<file path="src/rtl/menu_ctrl.sv">
// menu_ctrl: debounced pushbutton menu/app screen selector
module menu_ctrl #(
  parameter int NUM_APPS  = 5,
  parameter int DB_CYCLES = 20000
) (
  input  logic       clk,
  input  logic       rst,
  input  logic       btnU,
  input  logic       btnD,
  input  logic       btnC,
  input  logic       btnL,
  output logic [2:0] state,
  output logic [2:0] menu_flag,
  output logic       state_change
);
  localparam int CW = $clog2(DB_CYCLES + 1);
  localparam logic [2:0] LAST = 3'(NUM_APPS);
  localparam logic [CW-1:0] DB_MAX = CW'(DB_CYCLES - 1);
  logic [3:0] raw, s1, s2, db, db_q;
  logic [2:0] state_n, flag_n;
  logic pu, pd, pc, pl;
  assign raw = {btnL, btnC, btnD, btnU};
  always_ff @(posedge clk or posedge rst)
    if (rst) begin
      s1   <= '0;
      s2   <= '0;
      db_q <= '0;
    end else begin
      s1   <= raw;
      s2   <= s1;
      db_q <= db;
    end
  // level flips on the DB_CYCLES-th consecutive cycle of disagreement
  for (genvar i = 0; i < 4; i++) begin : g_db
    logic [CW-1:0] cnt;
    logic lvl;
    always_ff @(posedge clk or posedge rst)
      if (rst) begin
        cnt <= '0;
        lvl <= 1'b0;
      end else if (s2[i] == lvl) cnt <= '0;
      else if (cnt == DB_MAX) begin
        cnt <= '0;
        lvl <= ~lvl;
      end else cnt <= cnt + 1'b1;
    assign db[i] = lvl;
  end
  always_ff @(posedge clk or posedge rst)
    if (rst) begin
      state        <= 3'd0;
      menu_flag    <= 3'd1;
      state_change <= 1'b0;
    end else begin
      state        <= state_n;
      menu_flag    <= flag_n;
      state_change <= state_n != state;
    end
  always_comb begin
    state_n = state;
    flag_n  = menu_flag;
    if (state == 3'd0) begin
      if (pc) state_n = menu_flag;
      else if (pu & ~pd) flag_n = (menu_flag == 3'd1) ? LAST : menu_flag - 3'd1;
      else if (pd & ~pu) flag_n = (menu_flag == LAST) ? 3'd1 : menu_flag + 3'd1;
    end else if (pc | pl) state_n = 3'd0;
  end
  always_comb {pl, pc, pd, pu} = db & ~db_q;
endmodule

</file>
<file path="config.mk">
export PLATFORM = sky130hd
export DESIGN_NAME = menu_ctrl
export DESIGN_NICKNAME = d
export VERILOG_FILES = /design/src/rtl/menu_ctrl.sv
export SDC_FILE = /design/constraint.sdc
export NUM_CORES = 1
export LEC_CHECK = 0
export ABC_AREA = 1
export CORE_MARGIN = 5
export CORE_UTILIZATION = 48
export DETAILED_ROUTE_END_ITERATION = 6
export GPL_TIMING_DRIVEN = 0
export PLACE_DENSITY = 0.67
export SLEW_MARGIN = 20
export SYNTH_ARGS = -nofsm -noshare
export SYNTH_HDL_FRONTEND = slang
export SYNTH_SLANG_ARGS = --single-unit
</file>
<file path="constraint.sdc">
create_clock -name clk -period 3.2 [get_ports clk]
set_input_delay 0.96 -clock clk [delete_from_list [all_inputs] [get_ports clk]]
set_output_delay 0.96 -clock clk [all_outputs]
set_load 0.1 [all_outputs]
</file>
==> flow_summary.ini, run 1 <==
[critical_path]
critical_path_required_ns = 2.24
r2r_setup_slack_ns = 1.67
reg2reg_to = g_db[3].cnt[10]
crit_type = flip-flop to output port
max_stage_delay_ns = 1.14
cp.arrival_ns = 2.07
critPathBufInv = 1
cp_max_fo = 5
crit_family = buffers and inverters
worstPathCellList = clkdlybuf4s50_1
cp_slowest_cell = clkdlybuf4s50_1
cp-start-kind = flip-flop
r2r_start = g_db[3].cnt[0]
end_kind = output port
ff2ff_path_depth = 6

[cells_and_area]
multi_input_area_um2 = 1907
fin_util_pct = 54.76
syn_to_final_growth_pct = 12.27
num-fill-cells = 815
num_antenna_cells = 0
fin_nets = 566
stdcell_count = 664
regArea_um2 = 2078
drive_above_1_share_pct = 5.576

[grt]
antenna_found_initial = 0
grt_pass1_vias = 3231
grt_max_degree = 46
grt.overflow.total = 0
grt_first_pass_wirelength_mm = 14.23
grt.total_usage_pct = 15.83

[detailed_routing]
wl_mm = 7.759
drtAntennaViolNets = 0
drc_errors = 0
vias_per_cell = 4.959
drt_iter0_markers = 109
wire_per_inst_um = 11.69
vias = 3293
dr.pass1.iters = 4

[power_and_ir_drop]
p_sw_uw = 418.4
swShare_pct = 20.47
power_density_nw_per_um2 = 430.0
cellLeakagePower_uw = 0.002052
power.total_uw = 2043
pwr-share-comb_pct = 3.3
seq_power_share_pct = 52.7
power.share.clock_pct = 43.9
vdd_drop_max_mv = 0.2930
intPower_uw = 1625

[place]
io_buffers = 12
post-place-ws_ns = 0.5468
gp_congestion = 0.9087
dpl.cell_count = 648
hpwl_mm = 5.684

[cts]
numCtsBuffers = 9
post_cts_buffers = 0
post_cts_resized = 0
cts_buffer_depth = 2
tritoncts = yes
clk_pin_slew_worst_paths_ns = 0.09
hold_buffers = 0
clk_latency_ns = 0.36
htreeDepth = 3
root_buffer = clkbuf_8
cts.sinks = 83

[die]
die_w_um = 103.9
chipHeight_um = 103.9
ios = 13
die_area_um2 = 10800
coreArea_um2 = 8678
placementRows = 34
start_util_pct = 48.77

[timing]
clock.fmax_ghz = 0.3296
min_period_over_period_pct = 94.80
hold_viol_final = 0
finalMaxSlewViolations = 0
fin_crit_ns = 3.034
slew_headroom_pct = 33.78
fin_skew_ns = 0.01536
setup_violations = 0
grt_setup_unrepaired = false
worstMarginPinSlew_ns = 0.9902
setup_ws_ns = 0.1665
fin_setup_tns_ns = 0

[yosys]
seq_area_frac_synth_pct = 49.10
syn_area_per_cell_um2 = 8.032
syn_nets = 542
synth-seq-cells = 83
synth.distinct_cells = 29
syn_area_um2 = 4233
ys_warn_count = 0
netlist_instances = 527

[flow_run]
max-cap-violations = 0

[hold_path]
hold_path_end = s2[0]
min_path_type = flip-flop to flip-flop
hold_depth = 0
worstHoldStart = s1[0]

[outcome]
status = complete, no violations
state kept, by name (all words and copies together), names as in the netlist:
| register | count |
|---|---|
| g_db.cnt | 60 |
| s1 | 4 |
| db_q | 4 |
| menu_flag | 3 |
| state | 3 |
| state_change | 1 |
| g_db.lvl | 4 |
| s2 | 4 |
placed cells by master, fill, tap and decap left out, types with 2 or more instances in the layout:
cell	n
a21oi_1	12
bufinv_16	3
clkbuf_8	10
clkdlybuf4s50_1	12
clkinv_2	2
dfrtp_1	82
ha_1	9
inv_1	65
nand2_1	102
nand3_1	38
nand3_2	2
nand4_1	5
nor2_1	122
nor2_4	3
nor3_1	14
o21ai_0	17
o21bai_1	6
or2_2	2
xnor2_1	4
xor2_1	30
synthesized netlist by cell type, drive strengths merged:
cell	n	share of area, %
nor2	126	12
nand2	103	9.2
dfrtp	82	48
inv	66	5.9
nand3	40	5.0
xor2	30	6.2
o21ai	19	2.3
nor3	14	1.7
a21oi	12	1.4
ha	9	2.7
nand4	7	1.5
o21bai	6	1.1
xnor2	4	0.83
nor3b	2	0.47
or2	2	0.30
and2	1	0.15
dfstp	1	0.62
nand3b	1	0.18
nor2b	1	0.15
o31ai	1	0.18
worst reg2reg max path: cells and delay by family, from the launching register on:
kind | cells | cell delay (ns)
adder cells (fa/ha/maj) | 1 | 0.17
AO/OA/AOI/OAI | 1 | 0.38
AND/OR/NAND/NOR | 4 | 0.52
flip-flops | 1 | 0.36
worst max-delay path by stage:
stage | startpoint | endpoint | slack (ns) | depth (start not counted)
floorplan | rst | db_q[0] | 0.10 | 1
global placement | rst | g_db[0].cnt[8] | -1.24 | 2
detailed placement | menu_flag[0] | menu_flag[0] | 0.55 | 1
CTS | menu_flag[0] | menu_flag[0] | 0.14 | 1
global route | menu_flag[0] | menu_flag[0] | 0.10 | 1
finish | menu_flag[0] | menu_flag[0] | 0.17 | 1
cell families after synthesis:
kind of cell / after synthesis / synth area share (%)
and+or+nand+nor: 297 / 30.36
DFF: 83 / 49.10
buffers and inverters: 66 / 5.853
AOI/OAI and AO/OA: 38 / 4.995
xor gates and xnor gates: 34 / 7.035
adders and majority gates: 9 / 2.660
power groups by stage:
stage | combinational (uW) | sequential [uW] | clock (uW)
2_1_floorplan | 47.4 | 1100 | 0
3_3_place_gp | 66.2 | 1100 | 0
3_5_place_dp | 71.1 | 1100 | 0
4_1_cts | 71.5 | 1080 | 929
5_1_grt | 81.9 | 1080 | 981
6_report | 68.3 | 1080 | 898
cell type report:
cell class	count	share of cell area, %
inverter	66	5.266
clock buffer	11	2.975
tap	108	2.844
multi-input combinational	378	40.13
clock inverter	5	2.106
sequential	83	43.73
timing repair buffer	13	2.949
through the flow:
stage          hold WS [ns]  cell area [um^2]
4_1_cts              0.3575              4752
3_5_place_dp         0.3364              4511
3_3_place_gp         0.3321              4488
2_1_floorplan        0.3312              4233
5_1_grt              0.3595              4752
6_report             0.3523              4752
routing by layer:
layer	track usage [%]	part of all wire, %	vias up
li1	-	-	1705
met1	20.79	47	1529
met2	25.05	48	46
met3	3.849	3.5	13
met4	6.660	1.9	0
met5	0	0	-
Note: power is estimated with default switching activity, not from simulation.
==> run 2: changes to the inputs <==
--- a/config.mk
+++ b/config.mk
@@ -6,6 +6,7 @@
 export NUM_CORES = 1
 export LEC_CHECK = 0
 export ABC_AREA = 1
+export CORE_ASPECT_RATIO = 1.75
 export CORE_MARGIN = 5
 export CORE_UTILIZATION = 48
 export DETAILED_ROUTE_END_ITERATION = 6
==> run 2 against run 1 <==
  * Non-clock buffer count did not move
  * Final cell count is 1.4% higher
  * Critical endpoint unchanged
  * Routed wire length rose by 4.6%
  * Critical path depth is the same
  * Register-to-register slack improved by 0.02 ns
  * Sequential share of layout area down 0.62 points
  * Clock-buffer cell count rose by 3
  * Combinational power hardly changed
==> flow_summary.ini, run 2 (same netlist as run 1, synthesis figures left out) <==
[outcome]
status = complete, no violations

[timing]
hold_viol_final = 0
clock.fmax_ghz = 0.3315
fin_skew_ns = 0.005021
whs_ns = 0.3504
slew_headroom_pct = 34.55
grt_setup_unrepaired = false
min_period_over_period_pct = 94.27
worstMarginPinSlew_ns = 0.9787
setup_violations = 0
finalMaxSlewViolations = 0
fin_crit_ns = 3.016

[critical_path]
r2r_start = g_db[3].cnt[0]
critical_path_required_ns = 2.24
worstSetupStartpoint = menu_flag[0]
r2r_setup_slack_ns = 1.69
cp_slowest_cell = clkdlybuf4s50_1
cp.arrival_ns = 2.06
critPathBufInv = 1
crit_family = buffers and inverters
cp_max_fo = 5
end_kind = output port
max_stage_delay_ns = 1.14
worstPathCellList = clkdlybuf4s50_1
crit_type = flip-flop to output port
cp-start-kind = flip-flop

[cells_and_area]
top_register = g_db.cnt
largest_reg_flops = 60
multi_input_area_um2 = 1907
drive_above_1_share_pct = 5.216
num_antenna_cells = 0
fin_nets = 566
final_cell_mix = nor2_1, nand2_1, dfrtp_1
syn_to_final_growth_pct = 13.89
regArea_um2 = 2078
num-fill-cells = 806
post-route-cell-area_um2 = 4821
final_common_cell = nor2_1

[cts]
htreeDepth = 3
numCtsBuffers = 9
cts_buffer_depth = 2
hold_buffers = 0
tritoncts = yes
clk_latency_ns = 0.34
post_cts_buffers = 0
cts.sinks = 83
post_cts_resized = 0
clk_pin_slew_worst_paths_ns = 0.06
root_buffer = clkbuf_16

[die]
start_util_pct = 48.82
chipHeight_um = 134.2
die_w_um = 80.99
coreArea_um2 = 8671
placementRows = 45
die_area_um2 = 10870
ios = 13

[place]
gp_congestion = 0.8693
hpwl_mm = 6.036
io_buffers = 12
place_area_um2 = 4522

[hold_path]
worstHoldStart = s1[3]
min_path_type = flip-flop to flip-flop

[detailed_routing]
drc_errors = 0
routed-wl-met2_mm = 4.419
dr.pass1.iters = 5
drtAntennaViolNets = 0
wl_mm = 8.119
highest_layer = met4
met3_wirelength_um = 224
vias_per_cell = 4.951
drt_iter0_markers = 153
wire_per_inst_um = 12.06
vias = 3332
wl_met1_mm = 3.185

[power_and_ir_drop]
cellLeakagePower_uw = 0.002076
power_density_nw_per_um2 = 452.6
vdd_drop_max_mv = 0.3025

[grt]
grt_pass1_vias = 3304
grt.total_usage_pct = 16.89
grt_max_degree = 49
grt_first_pass_wirelength_mm = 14.23
antenna_found_initial = 0
grt.overflow.total = 0

[flow_run]
max-cap-violations = 0
==> run 2: area by class of cell <==
type                            count  share of cell area (%)
Sequential cell                    83                   43.11
Multi-Input combinational cell    378                   39.55
Clock buffer                       14                   5.476
Inverter                           66                   5.191
Tap cell                          117                   3.037
Timing Repair Buffer               13                   2.907
Clock inverter                      2                  0.7267
==> run 2: through the flow <==
step	utilization, %	instances	setup slack, ns	TNS (ns)	total power (uW)
6_report	55.60	673	0.1835	0	2182
5_1_grt	55.60	673	0.1370	0	2271
4_1_cts	55.60	673	0.1764	0	2212
3_5_place_dp	52.15	657	0.5456	0	1169
3_3_place_gp	51.89	656	-1.171	-95.92	1163
2_1_floorplan	-	527	0.1049	0	1143
==> run 2: power by group <==
| part | switching [uW] | internal (uW) | leakage [uW] |
|---|---|---|---|
| clock | 388 | 646 | 0.000147 |
| combinational | 46.1 | 22.3 | 0.000801 |
| sequential | 12.2 | 1070 | 0.00113 |
==> run 2: worst paths after layout <==
path / to / depth (start not counted)
max: menu_flag[0] / 1
min: s2[3] / 0
max reg2reg: g_db[3].cnt[6] / 6
min reg2reg: s2[3] / 0
max in group asynchronous: menu_flag[0] / 3
min in group asynchronous: g_db[2].cnt[1] / 2
==> run 2: per-layer routing <==
layer / up-vias / global-route usage [%]
li1: 1698 / -
met1: 1544 / 18.21
met2: 65 / 29.55
met3: 25 / 4.167
met4: 0 / 9.023
met5: - / 0
